File: src/rtl/write_buffer_wt_pkg.sv
// Shared types and default sizes for the write-through write buffer.
package write_buffer_wt_pkg;

    localparam int unsigned WB_DEPTH_DEF  = 4;
    localparam int unsigned WB_DATA_W_DEF = 32;
    localparam int unsigned WB_ADDR_W_DEF = 32;
    localparam int unsigned WB_WADDR_W    = WB_ADDR_W_DEF - 2;

    // Drain FSM: IDLE waits for a buffered write, REQ holds it on the memory port.
    typedef enum logic {
        WB_IDLE = 1'b0,
        WB_REQ  = 1'b1
    } wb_state_e;

    // One buffer slot: word address (byte offset dropped) and its data.
    typedef struct packed {
        logic                     valid;
        logic [WB_WADDR_W-1:0]    waddr;
        logic [WB_DATA_W_DEF-1:0] data;
    } wb_entry_t;

endpackage

File: src/rtl/write_buffer_match.sv
// Youngest-match search over the circular buffer, scanning from head (oldest) to tail.
module write_buffer_match #(
    parameter int unsigned DEPTH = 4,
    parameter int unsigned KEY_W = 30,
    parameter int unsigned PTR_W = $clog2(DEPTH)
) (
    input  logic [DEPTH-1:0] valid_i,
    input  logic [KEY_W-1:0] key_arr_i [DEPTH],
    input  logic [PTR_W-1:0] head_i,
    input  logic [KEY_W-1:0] key_i,
    output logic             hit_o,
    output logic [PTR_W-1:0] idx_o
);

    logic [PTR_W-1:0] slot;

    // Later (younger) hits in age order override earlier ones.
    always_comb begin
        hit_o = 1'b0;
        idx_o = '0;
        slot  = '0;
        for (int unsigned k = 0; k < DEPTH; k++) begin
            slot = head_i + PTR_W'(k);
            if (valid_i[slot] && (key_arr_i[slot] == key_i)) begin
                hit_o = 1'b1;
                idx_o = slot;
            end
        end
    end

endmodule

File: src/rtl/write_buffer_wt.sv
// Write-through write buffer: coalesces, forwards to read misses, drains in order to memory.
module write_buffer_wt
    import write_buffer_wt_pkg::*;
#(
    parameter int unsigned DEPTH  = WB_DEPTH_DEF,
    parameter int unsigned DATA_W = WB_DATA_W_DEF,
    parameter int unsigned ADDR_W = WB_ADDR_W_DEF
) (
    input  logic                       clk,
    input  logic                       reset,
    input  logic                       wr_valid,
    output logic                       wr_ready,
    input  logic [ADDR_W-1:0]          wr_addr,
    input  logic [DATA_W-1:0]          wr_data,
    input  logic [ADDR_W-1:0]          rd_addr,
    output logic                       rd_match,
    output logic [DATA_W-1:0]          rd_data,
    output logic                       mem_req,
    input  logic                       mem_ack,
    output logic [ADDR_W-1:0]          mem_addr,
    output logic [DATA_W-1:0]          mem_data,
    output logic                       full,
    output logic                       empty,
    output logic [$clog2(DEPTH+1)-1:0] count,
    output logic                       idle
);

    localparam int unsigned PTR_W = $clog2(DEPTH);
    localparam int unsigned CNT_W = $clog2(DEPTH + 1);

    wb_entry_t        entries_q [DEPTH];
    wb_entry_t        entries_d [DEPTH];
    logic [PTR_W-1:0] head_q, head_d, tail_q, tail_d;
    logic [CNT_W-1:0] count_q, count_d;
    wb_state_e        state_q, state_d;
    logic [ADDR_W-1:0] mem_addr_q, mem_addr_d;
    logic [DATA_W-1:0] mem_data_q, mem_data_d;

    logic [DEPTH-1:0]      valid_vec;
    logic [WB_WADDR_W-1:0] waddr_arr [DEPTH];
    logic [WB_WADDR_W-1:0] wr_waddr, rd_waddr;
    logic                  fwd_hit, co_hit;
    logic [PTR_W-1:0]      fwd_idx, co_idx;
    logic                  accept, pop, coalesce, enq, full_w, req_w;
    logic                  unused_addr_lsbs;

    assign wr_waddr         = WB_WADDR_W'(wr_addr[ADDR_W-1:2]);
    assign rd_waddr         = WB_WADDR_W'(rd_addr[ADDR_W-1:2]);
    assign unused_addr_lsbs = ^{wr_addr[1:0], rd_addr[1:0]};

    // Flatten slot keys for the match searches.
    always_comb begin
        for (int unsigned i = 0; i < DEPTH; i++) begin
            valid_vec[i] = entries_q[i].valid;
            waddr_arr[i] = entries_q[i].waddr;
        end
    end

    write_buffer_match #(.DEPTH(DEPTH), .KEY_W(WB_WADDR_W), .PTR_W(PTR_W)) u_fwd (
        .valid_i   (valid_vec),
        .key_arr_i (waddr_arr),
        .head_i    (head_q),
        .key_i     (rd_waddr),
        .hit_o     (fwd_hit),
        .idx_o     (fwd_idx)
    );

    write_buffer_match #(.DEPTH(DEPTH), .KEY_W(WB_WADDR_W), .PTR_W(PTR_W)) u_coal (
        .valid_i   (valid_vec),
        .key_arr_i (waddr_arr),
        .head_i    (head_q),
        .key_i     (wr_waddr),
        .hit_o     (co_hit),
        .idx_o     (co_idx)
    );

    assign full_w   = (count_q == CNT_W'(DEPTH));
    assign req_w    = (state_q == WB_REQ);
    assign accept   = wr_valid && !full_w;
    assign pop      = req_w && mem_ack;
    // The in-flight head must not change under the memory port.
    assign coalesce = accept && co_hit && !((co_idx == head_q) && req_w);
    assign enq      = accept && !coalesce;

    // Drain FSM next state and memory-port capture.
    always_comb begin
        state_d    = state_q;
        mem_addr_d = mem_addr_q;
        mem_data_d = mem_data_q;
        case (state_q)
            WB_IDLE: begin
                if (count_q != '0) begin
                    state_d    = WB_REQ;
                    mem_addr_d = ADDR_W'({entries_q[head_q].waddr, 2'b00});
                    // A write coalescing into the head this edge must reach memory.
                    mem_data_d = (coalesce && (co_idx == head_q)) ? wr_data
                                                                  : DATA_W'(entries_q[head_q].data);
                end
            end
            WB_REQ: begin
                if (mem_ack) state_d = WB_IDLE;
            end
            default: state_d = WB_IDLE;
        endcase
    end

    // Buffer storage, pointers and occupancy.
    always_comb begin
        entries_d = entries_q;
        head_d    = head_q;
        tail_d    = tail_q;
        if (coalesce) begin
            entries_d[co_idx].data = WB_DATA_W_DEF'(wr_data);
        end
        if (enq) begin
            entries_d[tail_q].valid = 1'b1;
            entries_d[tail_q].waddr = wr_waddr;
            entries_d[tail_q].data  = WB_DATA_W_DEF'(wr_data);
            tail_d                  = tail_q + PTR_W'(1);
        end
        if (pop) begin
            entries_d[head_q].valid = 1'b0;
            head_d                  = head_q + PTR_W'(1);
        end
        count_d = count_q + CNT_W'(enq) - CNT_W'(pop);
    end

    // State register with synchronous active-low reset.
    always_ff @(posedge clk) begin
        if (!reset) begin
            for (int unsigned i = 0; i < DEPTH; i++) entries_q[i] <= '0;
            head_q     <= '0;
            tail_q     <= '0;
            count_q    <= '0;
            state_q    <= WB_IDLE;
            mem_addr_q <= '0;
            mem_data_q <= '0;
        end else begin
            entries_q  <= entries_d;
            head_q     <= head_d;
            tail_q     <= tail_d;
            count_q    <= count_d;
            state_q    <= state_d;
            mem_addr_q <= mem_addr_d;
            mem_data_q <= mem_data_d;
        end
    end

    assign wr_ready = !full_w;
    assign full     = full_w;
    assign empty    = (count_q == '0);
    assign count    = count_q;
    assign idle     = (count_q == '0) && (state_q == WB_IDLE);
    assign mem_req  = req_w;
    assign mem_addr = mem_addr_q;
    assign mem_data = mem_data_q;
    assign rd_match = fwd_hit;
    assign rd_data  = fwd_hit ? DATA_W'(entries_q[fwd_idx].data) : '0;

endmodule

File: config.mk
export PLATFORM = sky130hd
export DESIGN_NAME = write_buffer_wt
export DESIGN_NICKNAME = d
export VERILOG_FILES = /design/src/rtl/write_buffer_wt_pkg.sv /design/src/rtl/write_buffer_match.sv /design/src/rtl/write_buffer_wt.sv
export SDC_FILE = /design/constraint.sdc
export NUM_CORES = 1
export LEC_CHECK = 0
export ABC_CLOCK_PERIOD_IN_PS = 5700
export BUFFER_PORTS_ARGS = -buffer_cell sky130_fd_sc_hd__buf_2
export CORE_MARGIN = 4
export CORE_UTILIZATION = 36
export DETAILED_ROUTE_END_ITERATION = 10
export PLACE_DENSITY_LB_ADDON = 0.1
export REMOVE_ABC_BUFFERS = 1
export SYNTH_ARGS = -nofsm -noshare
export SYNTH_HDL_FRONTEND = slang
export SYNTH_SLANG_ARGS = --single-unit
File: constraint.sdc
create_clock -name clk -period 5.7 [get_ports clk]
set_input_delay 0 -clock clk [delete_from_list [all_inputs] [get_ports clk]]
set_output_delay 0 -clock clk [all_outputs]
set_load 0.02 [all_outputs]
# Word-level counts from Yosys, hierarchy flattened

Cells that the tools add are included.

Add/subtract/negate cells: 6
Multiply operators: 0
Div/mod/pow operators: 0
Magnitude comparators: 14
Equality and inequality tests: 10
Shifts and indexed selects: 0
Multiplexer cells: 65
Bitwise operators: 8
Reduce and logical (&&, ||, !) cells: 25

Operators with widths:

| kind                                                                         | count |
|---|---|
| 252-bit bitwise mux                                                          | 5 |
| 252-bit 2-to-1 mux                                                           | 3 |
| 63-bit demux with 2-bit select                                               | 5 |
| 63-bit binary-select mux with 2-bit select                                   | 2 |
| 30-bit binary-select mux with 2-bit select                                   | 4 |
| 30-bit equality test                                                         | 8 |
| 30-bit 2-to-1 mux                                                            | 8 |
| 32-bit 2-to-1 mux                                                            | 6 |
| 62-bit 2-to-1 mux                                                            | 3 |
| 63-bit 2-to-1 mux                                                            | 2 |
| 3-bit >= comparator, second input constant                                   | 7 |
| 2-bit NOT with 3-bit output                                                  | 7 |
| 1-bit logical AND                                                            | 19 |
| 2-bit 2-to-1 mux                                                             | 8 |
| 1-bit 2-to-1 mux                                                             | 14 |
| 2-bit by 3-bit less-than comparator with 1-bit output, second input constant | 4 |
| 3-bit by 1-bit less-than comparator with 1-bit output, second input constant | 3 |
| 1-bit binary-select mux with 2-bit select                                    | 4 |
| 2-bit by 1-bit adder with 2-bit output, second input constant                | 2 |
| 2-bit adder, second input constant                                           | 2 |
| 3-bit by 1-bit adder with 3-bit output                                       | 1 |
| 3-bit equality test, second input constant                                   | 1 |
| 1-bit logical NOT                                                            | 3 |
| 3-bit logical NOT                                                            | 1 |
| 6 further kinds                                                              | 6 |

Flip-flop bits (word level): 322
Bits in latches: 0
RAM bits: 0
Memory bits (read-only): 0
Bits of input ports: 100
Output and inout bits: 105
Word-level logic and storage cells: 146
Memories kept: 0

# Depth between registers and ports, before layout

Depth after elaboration: 23
Gate-level depth with buffers: 30
Depth with buffers taken out: 19

# Modules after synthesis

Synthesis repeated with hierarchy kept, for this count alone.

Cells, all modules: 2610
Area total of the unflattened synthesis: 24972.7 um2

By module, submodules not included:

| module             | instances | cells each | area each (um2) | sequential area each (um2) |
|---|---|---|---|---|
| write_buffer_wt    | 1         | 1556       | 15568.7         | 6446.2 |
| write_buffer_match | 2         | 527        | 4702.0          | 0.0 |

# Worst setup path after synthesis

OpenSTA, ideal clock, no wires.

Path type: register to register
From: register head_q[0]
To: register count_q[2], in the netlist count[2]
Library setup time: 0.115 ns
Arrival: 6.181 ns
Required time: 5.585 ns
Path slack: -0.596 ns
Cell stages (with the launch flop): 29
Clock period less this slack: 6.296 ns
Path through: dfxtp_1 > buf_6 > buf_6 > buf_6 > buf_6 > buf_6 > clkinv_1 > buf_1 > ha_1 > buf_2 > buf_2 > mux4_2 > nand2_1 > nand2_1 > or4_1 > or4_1 > or4_1 > o211ai_2 > buf_2 > a21oi_1 > inv_1 > ha_1 > inv_1 > ha_1 > inv_1 > fa_1 > xnor2_1 > xnor2_1 > and2_1

Elaborated cells on any way between the ends: 52

RTL lines:

| item                                                  | RTL line                 | source |
|---|---|---|
| start: declaration                                    | write_buffer_wt.sv:33    | `logic [PTR_W-1:0] head_q, head_d, tail_q, tail_d;` |
| start signal: assignment                              | write_buffer_wt.sv:132   | `head_q <= '0;` |
| start signal: assignment                              | write_buffer_wt.sv:140   | `head_q <= head_d;` |
| 2-bit adder (*)                                       | write_buffer_match.sv:23 | `slot = head_i + PTR_W'(k);` |
| via u_coal.slot[0]                                    | write_buffer_match.sv:15 | `logic [PTR_W-1:0] slot;` |
| 2-bit NOT with 3-bit output (not written as such)     | write_buffer_match.sv:24 | `if (valid_i[slot] && (key_arr_i[slot] == key_i)) begin` |
| 30-bit binary-select mux with 2-bit select            | write_buffer_match.sv:24 |  |
| 30-bit 2-to-1 mux (not written as such) (2 in series) | write_buffer_match.sv:24 |  |
| 30-bit equality test                                  | write_buffer_match.sv:24 |  |
| 1-bit logical AND                                     | write_buffer_match.sv:24 |  |
| 2-bit 2-to-1 mux                                      | write_buffer_match.sv:24 |  |
| 2-bit equality test                                   | write_buffer_wt.sv:82    | `assign coalesce = accept && co_hit && !((co_idx == head_q) && req_w);` |
| 1-bit logical AND                                     | write_buffer_wt.sv:82    |  |
| 1-bit logical NOT                                     | write_buffer_wt.sv:82    |  |
| 1-bit logical AND (*)                                 | write_buffer_wt.sv:82    |  |
| 1-bit logical NOT (*)                                 | write_buffer_wt.sv:83    | `assign enq = accept && !coalesce;` |
| 1-bit logical AND (*)                                 | write_buffer_wt.sv:83    |  |
| 3-bit by 1-bit adder with 3-bit output (*)            | write_buffer_wt.sv:125   | `count_d = count_q + CNT_W'(enq) - CNT_W'(pop);` |
| 3-bit by 1-bit subtractor with 3-bit output (*)       | write_buffer_wt.sv:125   |  |
| end signal: assignment                                | write_buffer_wt.sv:142   | `count_q <= count_d;` |
| end: declaration                                      | write_buffer_wt.sv:34    | `logic [CNT_W-1:0] count_q, count_d;` |

Mark *: on every way through the listed nets, which the timed path passes. The rest lies on a longest branch. The select of a mux whose other input is x is not followed.
A chain may end at the register's enable or synchronous reset.

# Final worst setup path

From: register head_q[0]
To: output port rd_data[22]

Cells in the longest elaborated chain, start to end: 15
Elaborated cells on any way between the ends: 48

RTL lines:

| item                                                                                                                   | RTL line                                           | source |
|---|---|---|
| 2-bit by 1-bit adder with 2-bit output / 2-bit NOT with 3-bit output (equally long branches)                           | write_buffer_match.sv:23, write_buffer_match.sv:24 |  |
| 2-bit NOT with 3-bit output (not written as such) / 30-bit binary-select mux with 2-bit select (equally long branches) | write_buffer_match.sv:24                           |  |
| 30-bit binary-select mux with 2-bit select / 30-bit 2-to-1 mux (equally long branches)                                 | write_buffer_match.sv:24                           |  |
| 30-bit 2-to-1 mux (not written as such)                                                                                | write_buffer_match.sv:24                           |  |
| 30-bit 2-to-1 mux (not written as such) / 30-bit equality test (equally long branches)                                 | write_buffer_match.sv:24                           |  |
| 30-bit equality test / 1-bit logical AND (equally long branches)                                                       | write_buffer_match.sv:24                           |  |
| 1-bit logical AND / 2-bit 2-to-1 mux (equally long branches)                                                           | write_buffer_match.sv:24                           |  |
| 2-bit 2-to-1 mux (3 in series)                                                                                         | write_buffer_match.sv:24                           |  |
| 2-bit NOT with 3-bit output (not written as such)                                                                      | write_buffer_wt.sv:158                             | `assign rd_data = fwd_hit ? DATA_W'(entries_q[fwd_idx].data) : '0;` |
| 63-bit binary-select mux with 2-bit select                                                                             | write_buffer_wt.sv:158                             |  |
| 32-bit 2-to-1 mux (not written as such) (2 in series)                                                                  | write_buffer_wt.sv:158                             |  |
| 32-bit 2-to-1 mux (*)                                                                                                  | write_buffer_wt.sv:158                             |  |
| end: declaration                                                                                                       | write_buffer_wt.sv:17                              | `output logic [DATA_W-1:0] rd_data,` |

Every way passes the cells marked *; elsewhere a longest branch is shown, timed or not. The select of a mux whose other input is x is not followed.

==> results.md <==
- Initial antenna violation count: 1
- Cell taking the most area after synthesis: dfxtp_1
- Warning count from the yosys run: 0
- Post-DP HPWL: 74280 um
- EDFF count, synth: 0
- Max-Cap Viols: 0
- Num CTS Buffers: 40
- Largest family of logic cells by synthesized area: multiplexers
- Post-place setup slack: 0.2495 ns
- Async SR Flop Fraction: 0%
- Final RePlAce weighted congestion: 1.029
- Top cell type's share of synthesized area: 25.01%
- DRT antenna net count: 0
- Nets: 3004
- Slew margin rel.: 26.15%
- Mux share of post-synthesis cell area: 25.39%
- Outcome: finished, final reports clean
- Crit path time final: 5.464 ns
- Worst EP arrival: 5.46 ns
- Vias after detailed routing: 24240
- CP Capture Type: output pin
- VDD IR-drop max: 0.2427 mV
- Die height: 275.6 um
- Hold Crit Class: in2reg
- Root buf cell: clkbuf_16
- Mapped Area: 0.02578 mm2
- P_leak: 10.67 nW
- Final period util: 95.85%
- DRT Pass-1 Iters: 6
- Fillers: 6925
- Register area share after synthesis: 25.01%
- Switching share of power: 41.06%
- DRC marker count from the first detailed-route iteration: 2082
- Clk Latency, worst-skew pair: 0.59 ns
- Crit Path Category: reg2out
- Clock skew: 0.02675 ns
- Reg clk slew, reported paths: 0.06 ns
- Drt total wl: 105700 um
- RSZ-0062 raised after global routing: no
- Post-synthesis compound-gate area fraction: 19.38%
- Clock buffer depth: 3
- Largest net degree at the start of global routing: 115
- Drt via density: 6.272
- GR Overflow Total: 0
- Post-Synth XOR/XNOR Area: 7.237%
- Worst Max-Slew Pin Slew: 1.108 ns
- Area growth from synthesis to layout: 16.53%
- Max Clk Rate: 0.1830 GHz
- Die area: 0.07595 mm2
- Simple-gate share of the synthesized area: 15.78%
- Net Sw Power: 0.004177 W
- Core area: 0.07051 mm2
- PD cells: 338.7 mW/mm2
- Area occupied by multi-input gates: 0.01778 mm2
- Sequential share of power: 31.0%
- DR DRC count: 0
- CTS tree: done
- Main synth FF type: dfxtp_1
- Syn_area_per_cell: 9.242 um2
- Gate power share: 43.3%
- Storage cell area: 0.006454 mm2
- Clock power share: 25.8%
- Dominant cells by area after synthesis: dfxtp_1 25%, mux4_2 14%, mux2i_1 9.9%
- Layout cells sized above 1: 22.48%
- Clk sink count: 322
- Synth Register Bits: 322
- Worst-path fanout max: 22
- Post-synth cell types: 92
- Starting Density: 36.56%
- Row Count: 97
- Setup ws final: 0.2363 ns
- Int Pwr: 0.005995 W
- Routed WL per cell: 27.35 um
- # IOs: 205
- Utilization after layout: 42.60%
- Vias in the first global route: 23590
- Worst EP required: 5.70 ns
- First-pass GRT wire length: 157700 um
- Buffers added on ports: 198
- WHS: 0.04248 ns
- Overall routing resource usage: 27.15%
- Post-Synth Adder-Cell Area: 0.5631%
- Startpoint types: flip-flop
- Setup Viol. Count Final: 0
- Die width: 275.6 um
- Synth Instances: 2789
- Final Hold Viols: 0
- Max-slew violation count: 0
- H-tree depth: 2
power by group through the flow:
| stage | Clock, W | Sequential (W) | Combinational, W |
|---|---|---|---|
| 3_5_place_dp | 0 | 0.00318 | 0.00437 |
| 2_1_floorplan | 0 | 0.00351 | 0.00275 |
| 5_1_grt | 0.00277 | 0.00322 | 0.00473 |
| 3_3_place_gp | 0 | 0.00315 | 0.00430 |
| 6_report | 0.00262 | 0.00315 | 0.00440 |
| 4_1_cts | 0.00270 | 0.00314 | 0.00442 |
cells in the mapped netlist (all sizes together) (8+ instances only):
cell     number
dfxtp       322
o22ai        42
nand2       349
nor2b        63
mux4        156
a221o        32
xor2          8
and2         10
a21oi        52
nor3b        11
o21ai        21
o211a        37
o221ai       98
nand2b       16
a211oi       39
buf         153
a21boi       90
ha           10
o311ai       34
inv          26
or4          13
a41oi        33
mux2         41
nand4        94
nand3        89
a22oi         8
or3          43
o221a        31
clkbuf      186
o2111ai      39
xnor2       205
nor4         18
mux2i       256
nor2         62
nor3         13
layout make-up:
cell class	count	area share, %
Tap cell	940	3.916
Sequential cell	322	21.49
Multi-Input combinational cell	2101	59.19
Timing Repair Buffer	400	10.61
Clock inverter	6	0.3166
Antenna cell	1	0.008331
Clock buffer	66	4.124
Inverter	28	0.3499
worst max-delay path, stage by stage, from the launching register on:
cell      delay [ns]
dfxtp_4         0.42
buf_12          0.21
buf_12          0.21
buf_4           0.18
mux4_2          0.51
xnor2_1         0.40
nand4_1         0.27
or4_1           0.66
or2_1           0.33
o21ai_4         0.10
buf_6           0.27
buf_12          0.22
o221ai_1        0.13
a221o_1         0.40
a21oi_1         0.27
buf_2           0.23
cells in the final DEF (no fill, tap or decap), types with 10 or more instances in the layout:
cell           instances
or3_1                 43
or4_1                 13
a21boi_1              58
nor3_1                13
xnor2_1              203
nand4_1               94
mux2i_1              256
dfxtp_1              320
buf_4                 96
o311ai_1              32
clkbuf_1              12
nand2_1              347
mux4_2               155
o211a_1               37
a21boi_0              32
nor2_1                61
o21ai_0               17
o221ai_1              98
a41oi_1               32
buf_2                197
nor3b_1               10
o2111ai_1             39
o221a_2               31
dlygate4sd3_1         63
nand2b_1              16
nor4_1                15
mux2_2                40
clkbuf_16             40
nor2b_1               63
a21oi_1               50
nand3_1               89
inv_1                 26
clkbuf_8              14
o22ai_1               42
buf_12                40
a211oi_1              36
a221o_1               31
what timing repair did:
item / 4_1_cts / 5_1_grt
setup endpoints to repair: 18 / 32
pin swaps: 0 / 2
setup buffers: 0 / 2
endpoints found under the hold margin: 288 / 0
hold buffers: 63 / 0
gates resized for setup: 2 / 5
cloned: 0 / 0
worst paths after layout:
check | cells after the start | startpoint | endpoint | slack (ns)
min | 3 | mem_ack | mem_req | 0.04
max reg2reg | 19 | head_q[0] | count[2] | 0.31
min reg2reg | 2 | mem_addr[31] | mem_addr[31] | 0.46
max | 15 | head_q[0] | rd_data[22] | 0.24
layer usage:
layer  routed length, um  part of all wire, %  up-vias  GRT usage [%]
met5                   0                    0        -              0
met4                4697                  4.4        0          11.00
met3                5858                  5.5      211          3.790
met2               50860                   48      876          45.89
met1               44260                   42    12240          35.00
li1                    -                    -    10910              -
metrics by stage:
stage / instance area, um2 / total power, W / TNS [ns] / cells
finish: 30040 / 0.01017 / 0 / 3864
floorplan: 24180 / 0.006262 / -6760.95 / 2451
CTS: 29990 / 0.01025 / 0 / 3861
global placement: 28010 / 0.007455 / 0 / 3726
global route: 30040 / 0.01072 / 0 / 3863
detailed placement: 28010 / 0.007548 / 0 / 3726
kinds of logic (layout without fill, tap and decap cells):
family	count (synthesis)	in the layout
AOI/OAI and AO/OA	605	605
DFF	322	322
xor gates and xnor gates	213	213
muxes	453	453
and+or+nand+nor	817	817
buffers and inverters	367	500
adders and majority gates	11	11
other	1	3
Power figures use the tool's default switching activity.
